===== config.mk =====
export PLATFORM = sky130hd
export DESIGN_NAME = adc_spi_responder
export DESIGN_NICKNAME = d
export VERILOG_FILES = /design/src/rtl/adc_pkg.sv /design/src/rtl/adc_sync_edge.sv /design/src/rtl/adc_spi_responder.sv
export SDC_FILE = /design/constraint.sdc
export NUM_CORES = 1
export LEC_CHECK = 0
export BUFFER_PORTS_ARGS = -buffer_cell sky130_fd_sc_hd__buf_4
export CAP_MARGIN = 15
export CELL_PAD_IN_SITES_DETAIL_PLACEMENT = 1
export CELL_PAD_IN_SITES_GLOBAL_PLACEMENT = 2
export CORE_AREA = 2 2 95 97
export CTS_BUF_LIST = sky130_fd_sc_hd__clkbuf_8
export CTS_CLUSTER_DIAMETER = 50
export DETAILED_ROUTE_END_ITERATION = 10
export DIE_AREA = 0 0 97 99
export GPL_ROUTABILITY_DRIVEN = 0
export PLACE_DENSITY_LB_ADDON = 0.25
export SLEW_MARGIN = 20
export SYNTH_ARGS = -nofsm -noshare
export SYNTH_HDL_FRONTEND = slang
export SYNTH_SLANG_ARGS = --single-unit

===== constraint.sdc =====
create_clock -name clk -period 5.9 [get_ports clk]
set_input_delay 0.295 -clock clk [delete_from_list [all_inputs] [get_ports clk]]
set_output_delay 0.295 -clock clk [all_outputs]
set_load 0.005 [all_outputs]

===== src/rtl/adc_pkg.sv =====
// Shared constants and state type for the serial ADC link responder.
package adc_pkg;

    localparam int ADC_DATA_W     = 12;
    localparam int ADC_NUM_CH     = 8;
    localparam int ADC_ADDR_W     = 3;
    localparam int ADC_FRAME_BITS = 16;
    localparam int ADC_LEAD_ZEROS = 4;

    // Rising-edge counts (before increment) that carry ADD2, ADD1, ADD0 on DIN.
    localparam int ADDR_FIRST_BIT = 2;
    localparam int ADDR_LAST_BIT  = 4;

    typedef enum logic {
        IDLE,
        SHIFT
    } adc_state_e;

endpackage


===== src/rtl/adc_sync_edge.sv =====
// Two-flop synchronizer with an extra history flop for rise/fall detection.
module adc_sync_edge #(
    parameter logic RST_VAL = 1'b0
) (
    input  logic clk,
    input  logic rst_n,
    input  logic d,
    output logic rise,
    output logic fall
);

    logic meta_q;
    logic sync_q;
    logic prev_q;

    always_ff @(posedge clk or negedge rst_n) begin
        if (!rst_n) begin
            meta_q <= RST_VAL;
            sync_q <= RST_VAL;
            prev_q <= RST_VAL;
        end else begin
            meta_q <= d;
            sync_q <= meta_q;
            prev_q <= sync_q;
        end
    end

    assign rise = sync_q & ~prev_q;
    assign fall = ~sync_q & prev_q;

endmodule


===== src/rtl/adc_spi_responder.sv =====
// Chip-side responder for the 8-channel 12-bit serial ADC link (CS/SCLK/DIN/DOUT).
// Define ADC_RESP_TRISTATE_EN to float adc_dout while the responder is idle.
module adc_spi_responder
    import adc_pkg::*;
#(
    parameter int DATA_W     = ADC_DATA_W,
    parameter int NUM_CH     = ADC_NUM_CH,
    parameter int ADDR_W     = ADC_ADDR_W,
    parameter int FRAME_BITS = ADC_FRAME_BITS
) (
    input  logic                     clk,
    input  logic                     rst_n,
    input  logic                     adc_cs,
    input  logic                     adc_sclk,
    input  logic                     adc_din,
    output logic                     adc_dout,
    input  logic [NUM_CH*DATA_W-1:0] sample_data,
    output logic [ADDR_W-1:0]        conv_ch,
    output logic                     sample_strobe,
    output logic                     frame_done,
    output logic                     short_frame
);

    localparam int CNT_W = $clog2(FRAME_BITS + 1);
    localparam int LEAD  = FRAME_BITS - DATA_W;

    logic cs_rise, cs_fall, sclk_rise, sclk_fall;
    logic din_meta_q, din_sync_q;

    // CS flops clear to "selected" so a CS already low at reset release never
    // looks like a fresh falling edge.
    adc_sync_edge #(.RST_VAL(1'b0)) u_cs_sync (
        .clk   (clk),
        .rst_n (rst_n),
        .d     (adc_cs),
        .rise  (cs_rise),
        .fall  (cs_fall)
    );

    adc_sync_edge #(.RST_VAL(1'b1)) u_sclk_sync (
        .clk   (clk),
        .rst_n (rst_n),
        .d     (adc_sclk),
        .rise  (sclk_rise),
        .fall  (sclk_fall)
    );

    adc_state_e            state_q, state_d;
    logic [FRAME_BITS-1:0] shift_q, shift_d;
    logic [CNT_W-1:0]      bit_cnt_q, bit_cnt_d;
    logic [ADDR_W-1:0]     addr_sr_q, addr_sr_d;
    logic [ADDR_W-1:0]     next_ch_q, next_ch_d;
    logic [ADDR_W-1:0]     conv_ch_q, conv_ch_d;
    logic                  edge_seen_q, edge_seen_d;
    logic                  adc_dout_q, adc_dout_d;
    logic                  sample_strobe_q, sample_strobe_d;
    logic                  frame_done_q, frame_done_d;
    logic                  short_frame_q, short_frame_d;

    logic                  load;
    logic [ADDR_W-1:0]     load_ch;
    logic [ADDR_W-1:0]     addr_dec;
    logic [FRAME_BITS-1:0] load_word;

    assign addr_dec  = (int'(addr_sr_q) >= NUM_CH) ? '0 : addr_sr_q;
    assign load_word = {{LEAD{1'b0}}, sample_data[int'(load_ch)*DATA_W +: DATA_W]};

    always_comb begin
        state_d         = state_q;
        shift_d         = shift_q;
        bit_cnt_d       = bit_cnt_q;
        addr_sr_d       = addr_sr_q;
        next_ch_d       = next_ch_q;
        conv_ch_d       = conv_ch_q;
        edge_seen_d     = edge_seen_q;
        adc_dout_d      = adc_dout_q;
        sample_strobe_d = 1'b0;
        frame_done_d    = 1'b0;
        short_frame_d   = 1'b0;
        load            = 1'b0;
        load_ch         = next_ch_q;

        case (state_q)
            IDLE: begin
                adc_dout_d = 1'b0;
                if (cs_fall) begin
                    load    = 1'b1;
                    state_d = SHIFT;
                end
            end
            SHIFT: begin
                // CS release takes priority over any SCLK edge seen in the same cycle.
                if (cs_rise) begin
                    state_d       = IDLE;
                    adc_dout_d    = 1'b0;
                    short_frame_d = (bit_cnt_q != '0) || edge_seen_q;
                end else if (sclk_fall) begin
                    shift_d     = shift_q << 1;
                    adc_dout_d  = shift_q[FRAME_BITS-2];
                    edge_seen_d = 1'b1;
                end else if (sclk_rise) begin
                    edge_seen_d = 1'b1;
                    if (bit_cnt_q >= CNT_W'(ADDR_FIRST_BIT) && bit_cnt_q <= CNT_W'(ADDR_LAST_BIT)) begin
                        addr_sr_d = {addr_sr_q[ADDR_W-2:0], din_sync_q};
                    end
                    if (bit_cnt_q == CNT_W'(FRAME_BITS - 1)) begin
                        frame_done_d = 1'b1;
                        next_ch_d    = addr_dec;
                        load         = 1'b1;
                        load_ch      = addr_dec;
                    end else begin
                        bit_cnt_d = bit_cnt_q + CNT_W'(1);
                    end
                end
            end
            default: state_d = IDLE;
        endcase

        if (load) begin
            shift_d         = load_word;
            adc_dout_d      = load_word[FRAME_BITS-1];
            conv_ch_d       = load_ch;
            sample_strobe_d = 1'b1;
            bit_cnt_d       = '0;
            addr_sr_d       = '0;
            edge_seen_d     = 1'b0;
        end
    end

    always_ff @(posedge clk or negedge rst_n) begin
        if (!rst_n) begin
            state_q         <= IDLE;
            shift_q         <= '0;
            bit_cnt_q       <= '0;
            addr_sr_q       <= '0;
            next_ch_q       <= '0;
            conv_ch_q       <= '0;
            edge_seen_q     <= 1'b0;
            adc_dout_q      <= 1'b0;
            sample_strobe_q <= 1'b0;
            frame_done_q    <= 1'b0;
            short_frame_q   <= 1'b0;
            din_meta_q      <= 1'b0;
            din_sync_q      <= 1'b0;
        end else begin
            state_q         <= state_d;
            shift_q         <= shift_d;
            bit_cnt_q       <= bit_cnt_d;
            addr_sr_q       <= addr_sr_d;
            next_ch_q       <= next_ch_d;
            conv_ch_q       <= conv_ch_d;
            edge_seen_q     <= edge_seen_d;
            adc_dout_q      <= adc_dout_d;
            sample_strobe_q <= sample_strobe_d;
            frame_done_q    <= frame_done_d;
            short_frame_q   <= short_frame_d;
            din_meta_q      <= adc_din;
            din_sync_q      <= din_meta_q;
        end
    end

`ifdef ADC_RESP_TRISTATE_EN
    assign adc_dout = (state_q == SHIFT) ? adc_dout_q : 1'bz;
`else
    assign adc_dout = adc_dout_q;
`endif
    assign conv_ch       = conv_ch_q;
    assign sample_strobe = sample_strobe_q;
    assign frame_done    = frame_done_q;
    assign short_frame   = short_frame_q;

endmodule


---- Word level (Yosys, flattened, before mapping) ----
Cells that the tools add are included.
word-level totals
  input bits .............................. 101
  output and inout bits ................... 7
  flip-flop bits (word level) ............. 43
operators by class
  multipliers ............................. 1
  mux-type cells .......................... 42
  magnitude comparators ................... 2
  eq/ne operators ......................... 5
  shift-type cells ........................ 1
  bitwise gates (word level) .............. 9
  reduce and logical (&&, ||, !) cells .... 12
  add/sub/neg operators ................... 1
operators with widths
  operator               count
  $shiftx A96 B8 Y12     1
  $mux W15               4
  $mux W3                11
  $mux W5                6
  $mux W1                18
  $reduce_and A5 Y1      2
  $reduce_bool A2 Y1     4
  $pmux W1 S2            3
  $reduce_and A3 Y1      2
  $add A5 B1 Y5 const B  1
  $eq A5 B4 Y1 const B   1
  $ge A5 B2 Y1 const B   1
  $le A5 B3 Y1 const B   1
  $mul A3 B2 Y5 const B  1
  $not A1 Y1             5
  $reduce_bool A5 Y1     1
  $and A1 B1 Y1          4
  $ne A2 B1 Y1 const B   2
  $ne A4 B3 Y1 const B   1
  $reduce_bool A3 Y1     1
  $ne A2 B2 Y1 const B   1
  $logic_and A1 B1 Y1    1
  $logic_or A1 B1 Y1     1

---- Longest topological paths before layout ----
Gate-level depths: netlist of run 1.
  depth in word-level cells ............... 9
  mapped depth ............................ 12
  gate-level depth less buffers ........... 11

---- By module ----
Synthesis of run 1 repeated with hierarchy kept, for this count alone.
second synthesis, totals
  cell total of the unflattened synthesis .. 257
  area, all modules ....................... 2524.9 um^2
by module, submodules not included
  module                        cells each  sequential area each (um^2)  area each (um^2)  times used
  adc_spi_responder             247         925.9                        2341.0            1
  adc_sync_edge at u_sclk_sync  5           78.8                         93.8              1
  adc_sync_edge at u_cs_sync    5           75.1                         90.1              1

---- Least setup slack after synthesis of run 1 ----
OpenSTA, ideal clock, no wires.
  path type ............................... reg2reg
  from .................................... reg u_sclk_sync.sync_q
  to ...................................... reg shift_q[2]
  arrival ................................. 2.445 ns
  clock period less this slack ............ 2.568 ns
  required time ........................... 5.777 ns
  cell stages (with the launch flop) ...... 11
  setup slack ............................. 3.332 ns
  path through ............................ dfstp_2 -> inv_1 -> ha_1 -> buf_6 -> and3b_1 -> nand3_2 -> inv_4 -> mux2i_4 -> mux2_1 -> a22o_1 -> o221a_1
between the ends
  word-level cells in the longest chain between the ends .. 8
  elaborated cells between the ends (all ways) .. 18
ends and longest elaborated chain
  item                                                line                                      source
  start, declared                                     adc_sync_edge.sv:13                       logic sync_q;
  start signal, assigned                              adc_sync_edge.sv:23                       sync_q <= meta_q;
  $and A1 B1 Y1 / $not A1 Y1 (equally long branches)  adc_sync_edge.sv:28, adc_sync_edge.sv:29
  $mux W3 / $and A1 B1 Y1 (equally long branches)     -
  $mux W3 (3 in a row)                                -
  $mul A3 B2 Y5                                       adc_spi_responder.sv:66                   assign load_word = {{LEAD{1'b0}}, sample_data[int'(load_ch)*DATA_W +: DATA_W]};
  $shiftx A96 B8 Y12                                  adc_spi_responder.sv:66
  $mux W15                                            adc_spi_responder.sv:119                  if (load) begin
  end signal, assigned                                adc_spi_responder.sv:147                  shift_q <= shift_d;
  end, declared                                       adc_spi_responder.sv:49                   logic [FRAME_BITS-1:0] shift_q, shift_d;
Parallel ways exist; a longest one is shown, timed or not.
A chain may end at the register's enable or synchronous reset.

---- Final worst setup path of run 1 ----
  from .................................... reg bit_cnt_q[0]
  to ...................................... reg shift_q[4]
between the ends
  word-level cells in the longest chain between the ends .. 9
  elaborated cells between the ends (all ways) .. 18
ends and longest elaborated chain
  item                    line                      source
  start, declared         adc_spi_responder.sv:50   logic [CNT_W-1:0] bit_cnt_q, bit_cnt_d;
  start signal, assigned  adc_spi_responder.sv:148  bit_cnt_q <= bit_cnt_d;
  $eq A5 B4 Y1 *          adc_spi_responder.sv:106  if (bit_cnt_q == CNT_W'(FRAME_BITS - 1)) begin
  $mux W3 (5 in a row)    -
  $mul A3 B2 Y5           adc_spi_responder.sv:66
  $shiftx A96 B8 Y12      adc_spi_responder.sv:66
  $mux W15                adc_spi_responder.sv:119
Mark *: on every way between the ends. The rest lies on a longest branch, timed or not.

==> out/qor.yml, run 1 <==
outcome:
  status: "finished with violations"
  violations: "negative hold slack"
placement:
  place_inst: 469
  post-dp-hpwl_um: 6270
  port_buffers: 107
clock_tree:
  clockBufferDepth: 2
  cts.sinks: 43
  insertion_delay_ps: 290
  cts_tree: "built"
  cts_repair_resize_count: 0
  clock-root-buffer: "clkbuf_8"
  cts-buffers-inserted: 5
  h-tree-depth: 2
  clk_pin_slew_ps: 80
  cts_hold_buffers: 0
  cts_setup_buffers: 0
logic_synthesis:
  synth_cell_types: 51
  synth_top_cell_by_area: "dfrtp_1"
  synth_edf_count: 0
  synth_fp_nets: 377
  async_flop_share: 1.00
  ys.flop_type: "dfrtp_1"
  synth_compound_area_frac: 0.282
  synth_simple_gate_area_share: 0.117
  synth_cells: 270
  ys_seq_area_frac: 0.403
  ys_ff_latch: 43
  syn_avg_cell_area_um2: 9.94
  netlist_area_mm2: 0.00268
  ys_warn_count: 0
  yosysTopAreaCellShare: 0.373
  synthAdderAreaFrac: 0.0280
  synth.area.top_cells: "dfrtp_1, mux2i_1, a221oi_1"
  synth_xor_area_frac: 0.00653
  synth_top_family_by_area: "compound AO/OA/AOI/OAI gates"
  synth_mux_area_frac: 0.104
die:
  start_util: 0.314
  coreArea_mm2: 0.00855
  io_pins: 108
  die_area_mm2: 0.00960
  die_y_um: 99
  die_w_um: 97
  rows: 34
detailed_routing:
  first_iter_violations: 70
  drt-met1-wl_um: 3620
  routed.top_layer: "met4"
  wl_met2_um: 4210
  wl_met3_um: 418
  drc: 0
  vias_per_cell: 5.35
  wl_per_cell_um: 17.5
  vias: 2554
  ant_nets: 0
  wl_um: 8330
  firstDrtPassIters: 4
global_route:
  antenna_found_initial: 0
  grt_max_degree: 44
  grt_pass1_wl_um: 13500
  overflow: 0
  track_usage: 0.172
  grt_pass1_vias: 2770
sta:
  rsz0062_at_grt: "false"
  fin_tns_setup_ps: 0
  post-route-period-util: 0.582
  fmax_mhz: 291
  tightest_slew_ps: 1070
  fin_skew_ps: 5.75
  relSlewSlack: 0.283
  hold_violations: 19
  fin_crit_ps: 3430
  finalSetupViolCount: 0
  final_max_slew_viol_count: 0
  fin_worst_hold_slack_ps: -26.0
layout:
  diodes: 0
  layout.nets: 475
  multi_input_area_mm2: 0.00144
  drive_gt1_frac: 0.366
  regArea_mm2: 0.00108
  fill_cells: 998
  final_core_util: 0.429
  area_growth_pct: 36.6
  stdcell_count: 477
worst_setup_path:
  critPathArrivalTime_ps: 3610
  cp_top_family: "simple AND/OR/NAND/NOR gates"
  worstPathRequired_ps: 6080
  cp_cell_sequence: "ha_1 > and3_1 > ha_1 > and3b_1 > nand3_2 > inv_4 > nor2_1 > nand2_1 > o221a_1"
  cp_slowest_cell: "nor2_1"
  crit_path_end_kind: "register"
  crit_fanout: 17
  crit_type: "register to register"
  worstSetupStartpointType: "register"
  crit_top_cell: "ha_1"
  critical_path_buf_inv_count: 1
  slowest_delay_ps: 790
power_and_ir_drop:
  fin_total_pwr_uw: 873
  power_density_mw_per_mm2: 238
  ir_drop_v: 0.000128
  p_leak_nw: 1.78
min_path:
  hold_path_class: "input pin to asynchronous set/reset pin"
run:
  max-cap-violations: 0
-- synth_stat cells, drive strengths merged (3+ instances only) --
library cell  number
o22a               8
inv               16
mux2               6
o221a              3
a22o               3
nand3              6
o21ai             18
o22ai              3
o211ai             5
mux2i             20
a21oi              8
a221oi            24
ha                 6
dfstp              3
nor2              23
clkbuf             7
o221ai             7
buf               10
nand2             22
nor3               3
nand4              3
dfrtp             40
-- final cells by class --
class / instances / area share
clock buffer: 5 / 0.0188
clock inverter: 3 / 0.0174
inverter: 16 / 0.0178
multi-input combinational: 194 / 0.393
sequential: 43 / 0.295
tap: 108 / 0.0369
timing repair buffer: 108 / 0.221
-- registers in the layout, indices dropped and copies added (netlist names) --
register	cells
frame_done	1
u_cs_sync.prev_q	1
conv_ch	3
din_meta_q	1
edge_seen_q	1
u_sclk_sync.meta_q	1
adc_dout	1
din_sync_q	1
u_sclk_sync.sync_q	1
short_frame	1
bit_cnt_q	5
shift_q	15
u_cs_sync.sync_q	1
sample_strobe	1
u_cs_sync.meta_q	1
next_ch_q	3
state_q	1
addr_dec	3
u_sclk_sync.prev_q	1
-- kinds of logic (layout without fill, tap and decap cells) --
family,Yosys count,in the layout
AOI/OAI and AO/OA,92,92
and+or+nand+nor,68,68
DFF,43,43
buffers and inverters,33,132
muxes,26,26
adders and majority gates,6,6
xor gates and xnor gates,2,2
-- power by group --
part           switching (mW)  internal, mW
registers              0.0565         0.349
clock network          0.0998         0.167
logic                  0.0891         0.111
total                   0.246         0.627
-- layer usage --
layer / global-route usage / up-vias
li1: - / 1230
met1: 0.221 / 1241
met2: 0.303 / 76
met3: 0.0326 / 7
met4: 0.0379 / 0
met5: 0 / -
-- layout by cell type (no fill, tap or decap), types with 3 or more instances in the layout --
cell type	count
dfstp_2	3
nor3_1	3
a221oi_1	16
mux2_1	3
dfrtp_1	40
a221oi_2	8
o221a_1	3
nor2_1	23
o21ai_0	15
o21ai_1	3
nand3_1	5
nand2_1	22
inv_1	15
o22a_1	8
a21oi_1	8
mux2i_1	19
ha_1	6
buf_4	108
a22o_1	3
o221ai_1	7
clkbuf_8	5
mux2_2	3
o211ai_1	5
nand4_1	3
-- worst register-to-register path, cell delays in order (launching register included) --
cell and delay, ps:
dfrtp_1 420, ha_1 230, and3_1 190, ha_1 180, and3b_1 180, nand3_2 200
inv_4 110, nor2_1 800, nand2_1 580, o221a_1 430
-- stage by stage --
step	setup slack (ps)	area [um^2]
finish	2470	3660
global route	2180	3660
CTS	2410	3660
detailed placement	2450	3530
global placement	2580	3530
floorplan	3330	2680
-- worst paths after layout --
check / depth (start not counted) / slack [ps] / to / startpoint
worst max-delay path: 9 / 2470 / shift_q[4] / bit_cnt_q[0]
worst min-delay path: 1 / -30 / u_cs_sync.meta_q / rst_n
worst max register to register: 9 / 2470 / shift_q[4] / bit_cnt_q[0]
worst min register to register: 0 / 360 / u_cs_sync.sync_q / u_cs_sync.meta_q
max in group asynchronous: 1 / 5530 / shift_q[3] / rst_n
min in group clk: 1 / 100 / u_sclk_sync.meta_q / adc_sclk
Note: power is estimated with default switching activity, not from simulation.
==> run 2, diff against run 1 <==
- CORE_AREA: 2 2 95 97 -> 2 2 100 102
- DIE_AREA: 0 0 97 99 -> 0 0 102 104
- clock period: 5.9 -> 3.3 ns (I/O delays scaled with it)
==> out/qor.yml, run 2 (synthesized netlist as in run 1, its figures left out) <==
global_route:
  track_usage: 0.163  # -0.00935
  grt_max_degree: 44  # unchanged
  overflow: 0  # unchanged
  antenna_found_initial: 0  # unchanged
  grt_pass1_wl_um: 13600  # +0.97%
  use_met1: 0.206  # -0.0141
  gr-usage-met3: 0.0316  # -0.00104
  grt_pass1_vias: 2726  # -1.6%
  busiest_layer: "met2"
  met2_usage: 0.283  # -0.0200
layout:
  layout.nets: 488  # +2.7%
  diodes: 0  # unchanged
  area_growth_pct: 41.0
  top_regs: "shift_q: 15 flops, bit_cnt_q: 5 flops"
  regMostFlops: "shift_q"
  layout_commonest_cell: "buf_4"
  mostFrequentLayoutCells: "buf_4, dfrtp_1, nor2_1"
  final_core_util: 0.396  # -0.0325
  drive_gt1_frac: 0.380  # +0.0137
  largest_reg_flops: 15  # unchanged
die:
  start_util: 0.281  # -0.0328
  die_area_mm2: 0.0106  # +10%
  rows: 36  # +5.9%
  die_w_um: 102  # +5.2%
  die_y_um: 104  # +5.1%
  io_pins: 108  # unchanged
  coreArea_mm2: 0.00955  # +12%
clock_tree:
  insertion_delay_ps: 300  # about the same
  h-tree-depth: 2  # unchanged
  cts-buffers-inserted: 5  # unchanged
  cts_hold_buffers: 4  # +4
  clk_pin_slew_ps: 90  # about the same
  cts_setup_buffers: 0  # unchanged
  cts_tree: "built"
  cts.sinks: 43  # unchanged
  cts_repair_resize_count: 0  # unchanged
  clockBufferDepth: 2  # unchanged
  clock-root-buffer: "clkbuf_8"
sta:
  final_max_slew_viol_count: 0  # unchanged
  finalSetupViolCount: 0  # unchanged
  fin_ws_ps: 264  # -2200 ps
  fin_tns_setup_ps: 0  # unchanged
  relSlewSlack: 0.390  # +0.106
  tightest_slew_ps: 910  # -158 ps
  fin_skew_ps: 10.2  # +4.50 ps
  post-route-period-util: 0.920  # +0.338
  fmax_mhz: 329  # +13%
  hold_violations: 0  # -19
  rsz0062_at_grt: "false"
  fin_crit_ps: 3040  # -396 ps
worst_setup_path:
  crit_fanout: 25  # +8
  slowest_delay_ps: 550  # -240 ps
  crit_type: "register to register"
  cp_slowest_cell: "dfstp_2"
  worstSetupStartpointType: "register"
  critical_path_buf_inv_count: 3  # +2
  cp_cell_sequence: "inv_1 > ha_1 > and3b_1 > nand3_2 > inv_4 > mux2i_4 > buf_12 > mux2i_1 > o221ai_1 > o22a_1"
  cp_top_family: "multiplexers"
  worstPathRequired_ps: 3500  # -2580 ps
  critPathArrivalTime_ps: 3230  # -380 ps
  crit_path_end_kind: "register"
power_and_ir_drop:
  ir_drop_v: 0.000191  # +50%
  power_density_mw_per_mm2: 386  # +62%
  p_leak_nw: 1.82  # +2.5%
placement:
  post-place-ws_ps: 241  # -2200 ps
  port_buffers: 107  # unchanged
  post-dp-hpwl_um: 6670  # +6.4%
detailed_routing:
  wl_um: 8560  # +2.7%
  vias: 2585  # +1.2%
  vias_per_cell: 5.02  # -6.3%
  firstDrtPassIters: 4  # unchanged
  ant_nets: 0  # unchanged
  first_iter_violations: 88  # +26%
  drc: 0  # unchanged
  wl_per_cell_um: 16.6  # -4.9%
run:
  max-cap-violations: 0  # unchanged
min_path:
  hold_path_class: "input pin to register"
outcome:
  status: "completed"
## run 2: changes by cell type in the layout (fill, tap and decap cells not counted), sizes merged
cell,change
buf,+9
bufinv,-2
clkbuf,+1
clkinv,+1
clkinvlp,+1
dlygate4sd3,+4
inv,-1
## run 2: final timing paths
path                            slack (ps)               start  cells after the start          endpoint
worst min register to register         360    u_cs_sync.meta_q                      0  u_cs_sync.sync_q
worst min-delay path                   230     sample_data[36]                      4        shift_q[0]
worst max-delay path                   260  u_sclk_sync.sync_q                     10        shift_q[6]
worst max register to register         260  u_sclk_sync.sync_q                     10        shift_q[6]
min in group asynchronous              400               rst_n                      2        din_meta_q
max in group asynchronous             2510               rst_n                      2        shift_q[1]
## run 2: worst min-delay path: cells and delay by family
kind | cells | cell delay, ps
compound gates | 1 | 150
buf+inv | 1 | 80
simple gates | 2 | 110
## run 2: final cells by class
type / count / area, um^2
clock inverter: 2 / 16.3
multi-input combinational: 194 / 1440
inverter: 16 / 65.1
timing repair buffer: 121 / 931
tap: 133 / 166
sequential: 43 / 1080
clock buffer: 6 / 82.6
fill: 1143 / 5770
## run 2: power breakdown
part	internal, mW	switching (mW)
logic	0.207	0.161
registers	0.624	0.100
clock network	0.171	0.198
total	1.00	0.459
## run 2: through the flow
stage / hold slack (ps) / cell area, um^2 / cells / power (mW)
floorplan: -131 / 2680 / 270 / 0.906
global placement: 211 / 3640 / 503 / 1.09
global route: 253 / 3780 / 515 / 1.56
CTS: 237 / 3780 / 515 / 1.49
detailed placement: 212 / 3640 / 503 / 1.10
finish: 231 / 3780 / 515 / 1.46
## run 2: layer usage
| metal | vias to the layer above | wire length [um] | share of wire |
|---|---|---|---|
| met5 | - | 0 | 0 |
| met4 | 0 | 110 | 0.013 |
| met3 | 8 | 356 | 0.042 |
| met2 | 66 | 4300 | 0.50 |
| met1 | 1256 | 3790 | 0.44 |
| li1 | 1255 | - | - |
==> run 3, diff against run 2 <==
- CORE_AREA: 2 2 100 102 -> 2 2 98 100
- DIE_AREA: 0 0 102 104 -> 0 0 100 102
- SYNTH_HIERARCHICAL: unset -> 1
==> out/qor.yml, run 3 <==
outcome:
  status: "completed"
min_path:
  min_from: "sample_data[44]"
  hold_path_class: "input pin to register"
sta:
  fin_crit_ps: 3030  # -3.08 ps
  relSlewSlack: 0.625  # +0.236
  post-route-period-util: 0.919  # -0.000934
  fmax_mhz: 330  # +0.10%
  tightest_slew_ps: 562  # -347 ps
  finalSetupViolCount: 0  # unchanged
  hold_violations: 0  # unchanged
  rsz0062_at_grt: "false"
  fin_skew_ps: 9.78  # -0.462 ps
  final_max_slew_viol_count: 0  # unchanged
  fin_tns_setup_ps: 0  # unchanged
power_and_ir_drop:
  p_leak_nw: 1.69  # -7.2%
  ir_drop_v: 0.000154  # -19%
  seqPwrFrac: 0.478  # -0.018
  combPwrFrac: 0.295  # +0.043
  power_density_mw_per_mm2: 444  # +15%
  p_sw_frac: 0.335  # +0.0210
  p_int_mw: 1.07  # +6.4%
  p_sw_uw: 537  # +17%
  clockPowerShare: 0.228  # -0.025
die:
  die_w_um: 100  # -2.0%
  die_y_um: 102  # -1.9%
  io_pins: 108  # unchanged
  coreArea_mm2: 0.00911  # -4.6%
  rows: 35  # -2.8%
  die_area_mm2: 0.0102  # -3.8%
  start_util: 0.277  # -0.00372
layout:
  regMostFlops: "shift_q"
  final_core_util: 0.397  # +0.000608
  mostFrequentLayoutCells: "buf_4, dfrtp_1, nor2_1"
  layout.nets: 478  # -2.0%
  stdcell_count: 485  # -5.8%
  diodes: 0  # unchanged
  fill_cells: 1080  # -5.5%
  largest_reg_flops: 15  # unchanged
  area_growth_pct: 43.1
  layout_commonest_cell: "buf_4"
  drive_gt1_frac: 0.388  # +0.00812
  top_regs: "shift_q: 15 flops, bit_cnt_q: 5 flops"
worst_setup_path:
  crit_path_end_kind: "register"
  cp-startpoint: "bit_cnt_q[1]"
  slowest_delay_ps: 450  # -100 ps
  cp_slowest_cell: "dfrtp_1"
  reg2reg_from: "bit_cnt_q[1]"
  cp_top_family: "compound AO/OA/AOI/OAI gates"
  critPathArrivalTime_ps: 3210  # -20 ps
  crit_fanout: 17  # -32%
  crit_top_cell: "ha_1"
  worstPathRequired_ps: 3470  # -30 ps
  critical_path_buf_inv_count: 2  # -1
  cp_cell_sequence: "ha_1 > and3_1 > ha_1 > nand4b_1 > or2_1 > a21oi_4 > buf_4 > inv_4 > a221o_1 > a21oi_1 > a31oi_1"
  crit_type: "register to register"
  worstSetupStartpointType: "register"
logic_synthesis:
  async_flop_share: 1.00  # unchanged
  synth_most_common_cell: "dfrtp_1"
  ys_ff_latch: 43  # unchanged
  ys_seq_area_frac: 0.428  # +0.0251
  synth_cells: 257  # -4.8%
  synth_top_cell_by_area: "dfrtp_1"
  ys_warn_count: 6  # +6
  synth_cell_types: 47  # -7.8%
  synth.area.top_cells: "dfrtp_1, a221o_1, mux2_2"
  synth_fp_nets: 362  # -4.0%
  netlist_area_mm2: 0.00252  # -5.9%
  synth_edf_count: 0  # unchanged
  synth_common_cells: "dfrtp_1, nor2_1, a21oi_1, nand2_1, a221o_1"
  ys.flop_type: "dfrtp_1"
  syn_avg_cell_area_um2: 9.82  # -1.1%
  yosysTopAreaCellShare: 0.396  # +0.0233
placement:
  post-dp-hpwl_um: 6920  # +3.8%
  port_buffers: 107  # unchanged
  place_inst: 473  # -6.0%
clock_tree:
  cts_tree: "built"
  clock-root-buffer: "clkbuf_8"
  clk_pin_slew_ps: 100  # about the same
  cts.sinks: 43  # unchanged
  cts_repair_resize_count: 0  # unchanged
  h-tree-depth: 2  # unchanged
  clockBufferDepth: 2  # unchanged
  insertion_delay_ps: 300  # about the same
  cts-buffers-inserted: 5  # unchanged
global_route:
  grt_pass1_wl_um: 13500  # -0.56%
  antenna_found_initial: 0  # unchanged
  track_usage: 0.170  # +0.00710
  grt_max_degree: 44  # unchanged
  overflow: 0  # unchanged
  grt_pass1_vias: 2698  # -1.0%
detailed_routing:
  wl_per_cell_um: 17.8  # +7.2%
  vias_per_cell: 5.26  # +4.8%
  vias: 2552  # -1.3%
  first_iter_violations: 109  # +24%
  wl_um: 8640  # +0.96%
  drc: 0  # unchanged
  firstDrtPassIters: 5  # +1
  ant_nets: 0  # unchanged
run:
  max-cap-violations: 0  # unchanged
[run 3: changes by cell type after synthesis, moves of 4 or more]
cell / change
a221o_1: +19
a31oi_1: +9
inv_1: -4
o21ai_0: -6
a222oi_1: +8
o22a_1: -8
a221oi_2: -8
o221ai_1: -7
nor2b_1: +4
a21oi_1: +13
o211ai_1: -5
mux2_2: +7
a221oi_1: -10
mux2i_1: -9
[run 3: cells by family (layout without fill, tap and decap cells)]
group	count (synthesis)	after routing	synth area share
buffers and inverters	24	141	0.0456
multiplexers	20	20	0.0842
AO/OA/AOI/OAI	93	93	0.283
flip-flops	43	43	0.428
adder cells (fa/ha/maj)	4	4	0.0198
XOR/XNOR	1	1	0.00347
AND/OR/NAND/NOR	72	72	0.136
[run 3: stage by stage]
step	power (mW)	hold WS (ps)	setup slack (ps)	area, um^2
after floorplan	1.01	-131	714	2520
after global placement	1.24	197	424	3480
after detailed placement	1.25	199	251	3480
after CTS	1.62	205	219	3610
after global routing	1.72	208	7.83	3610
final	1.60	211	267	3610
[run 3: area by class of cell]
type,instances,area [um^2],share of cell area
clock buffer,5,68.8,0.0190
clock inverter,3,26.3,0.00727
inverter,11,43.8,0.0121
multi-input combinational,190,1330,0.368
sequential,43,1080,0.299
tap,111,139,0.0384
timing repair buffer,122,926,0.256
[run 3: what timing repair did]
item	in CTS	in global routing
setup buffers	0	0
endpoints found under the hold margin	43	0
hold buffers	4	0
[run 3: tightest hold or removal path: stages]
cell and delay [ps]:
buf_4 80, a222oi_1 70, a31oi_1 150
[run 3: metal layers]
layer,GRT usage,wire [um]
met3,0.0287,451
met4,0.0379,105
met2,0.284,4190
met5,0,0
met1,0.232,3900
[run 3: path summary, 6_finish.rpt]
check	to	slack, ps	cells after the start
max	shift_q[3]	270	11
min	shift_q[8]	210	3
max reg2reg	shift_q[3]	270	11
min reg2reg	din_sync_q	360	0
max in group asynchronous	shift_q[10]	2520	2
min in group asynchronous	short_frame	400	2
[run 3: power groups by stage]
stage                     combinational [mW]  sequential (mW)  clock [mW]
after CTS                              0.480            0.768       0.375
after global routing                   0.533            0.786       0.400
after global placement                 0.468            0.770           0
after detailed placement               0.476            0.777           0
after floorplan                        0.271            0.740           0
final                                  0.472            0.765       0.365
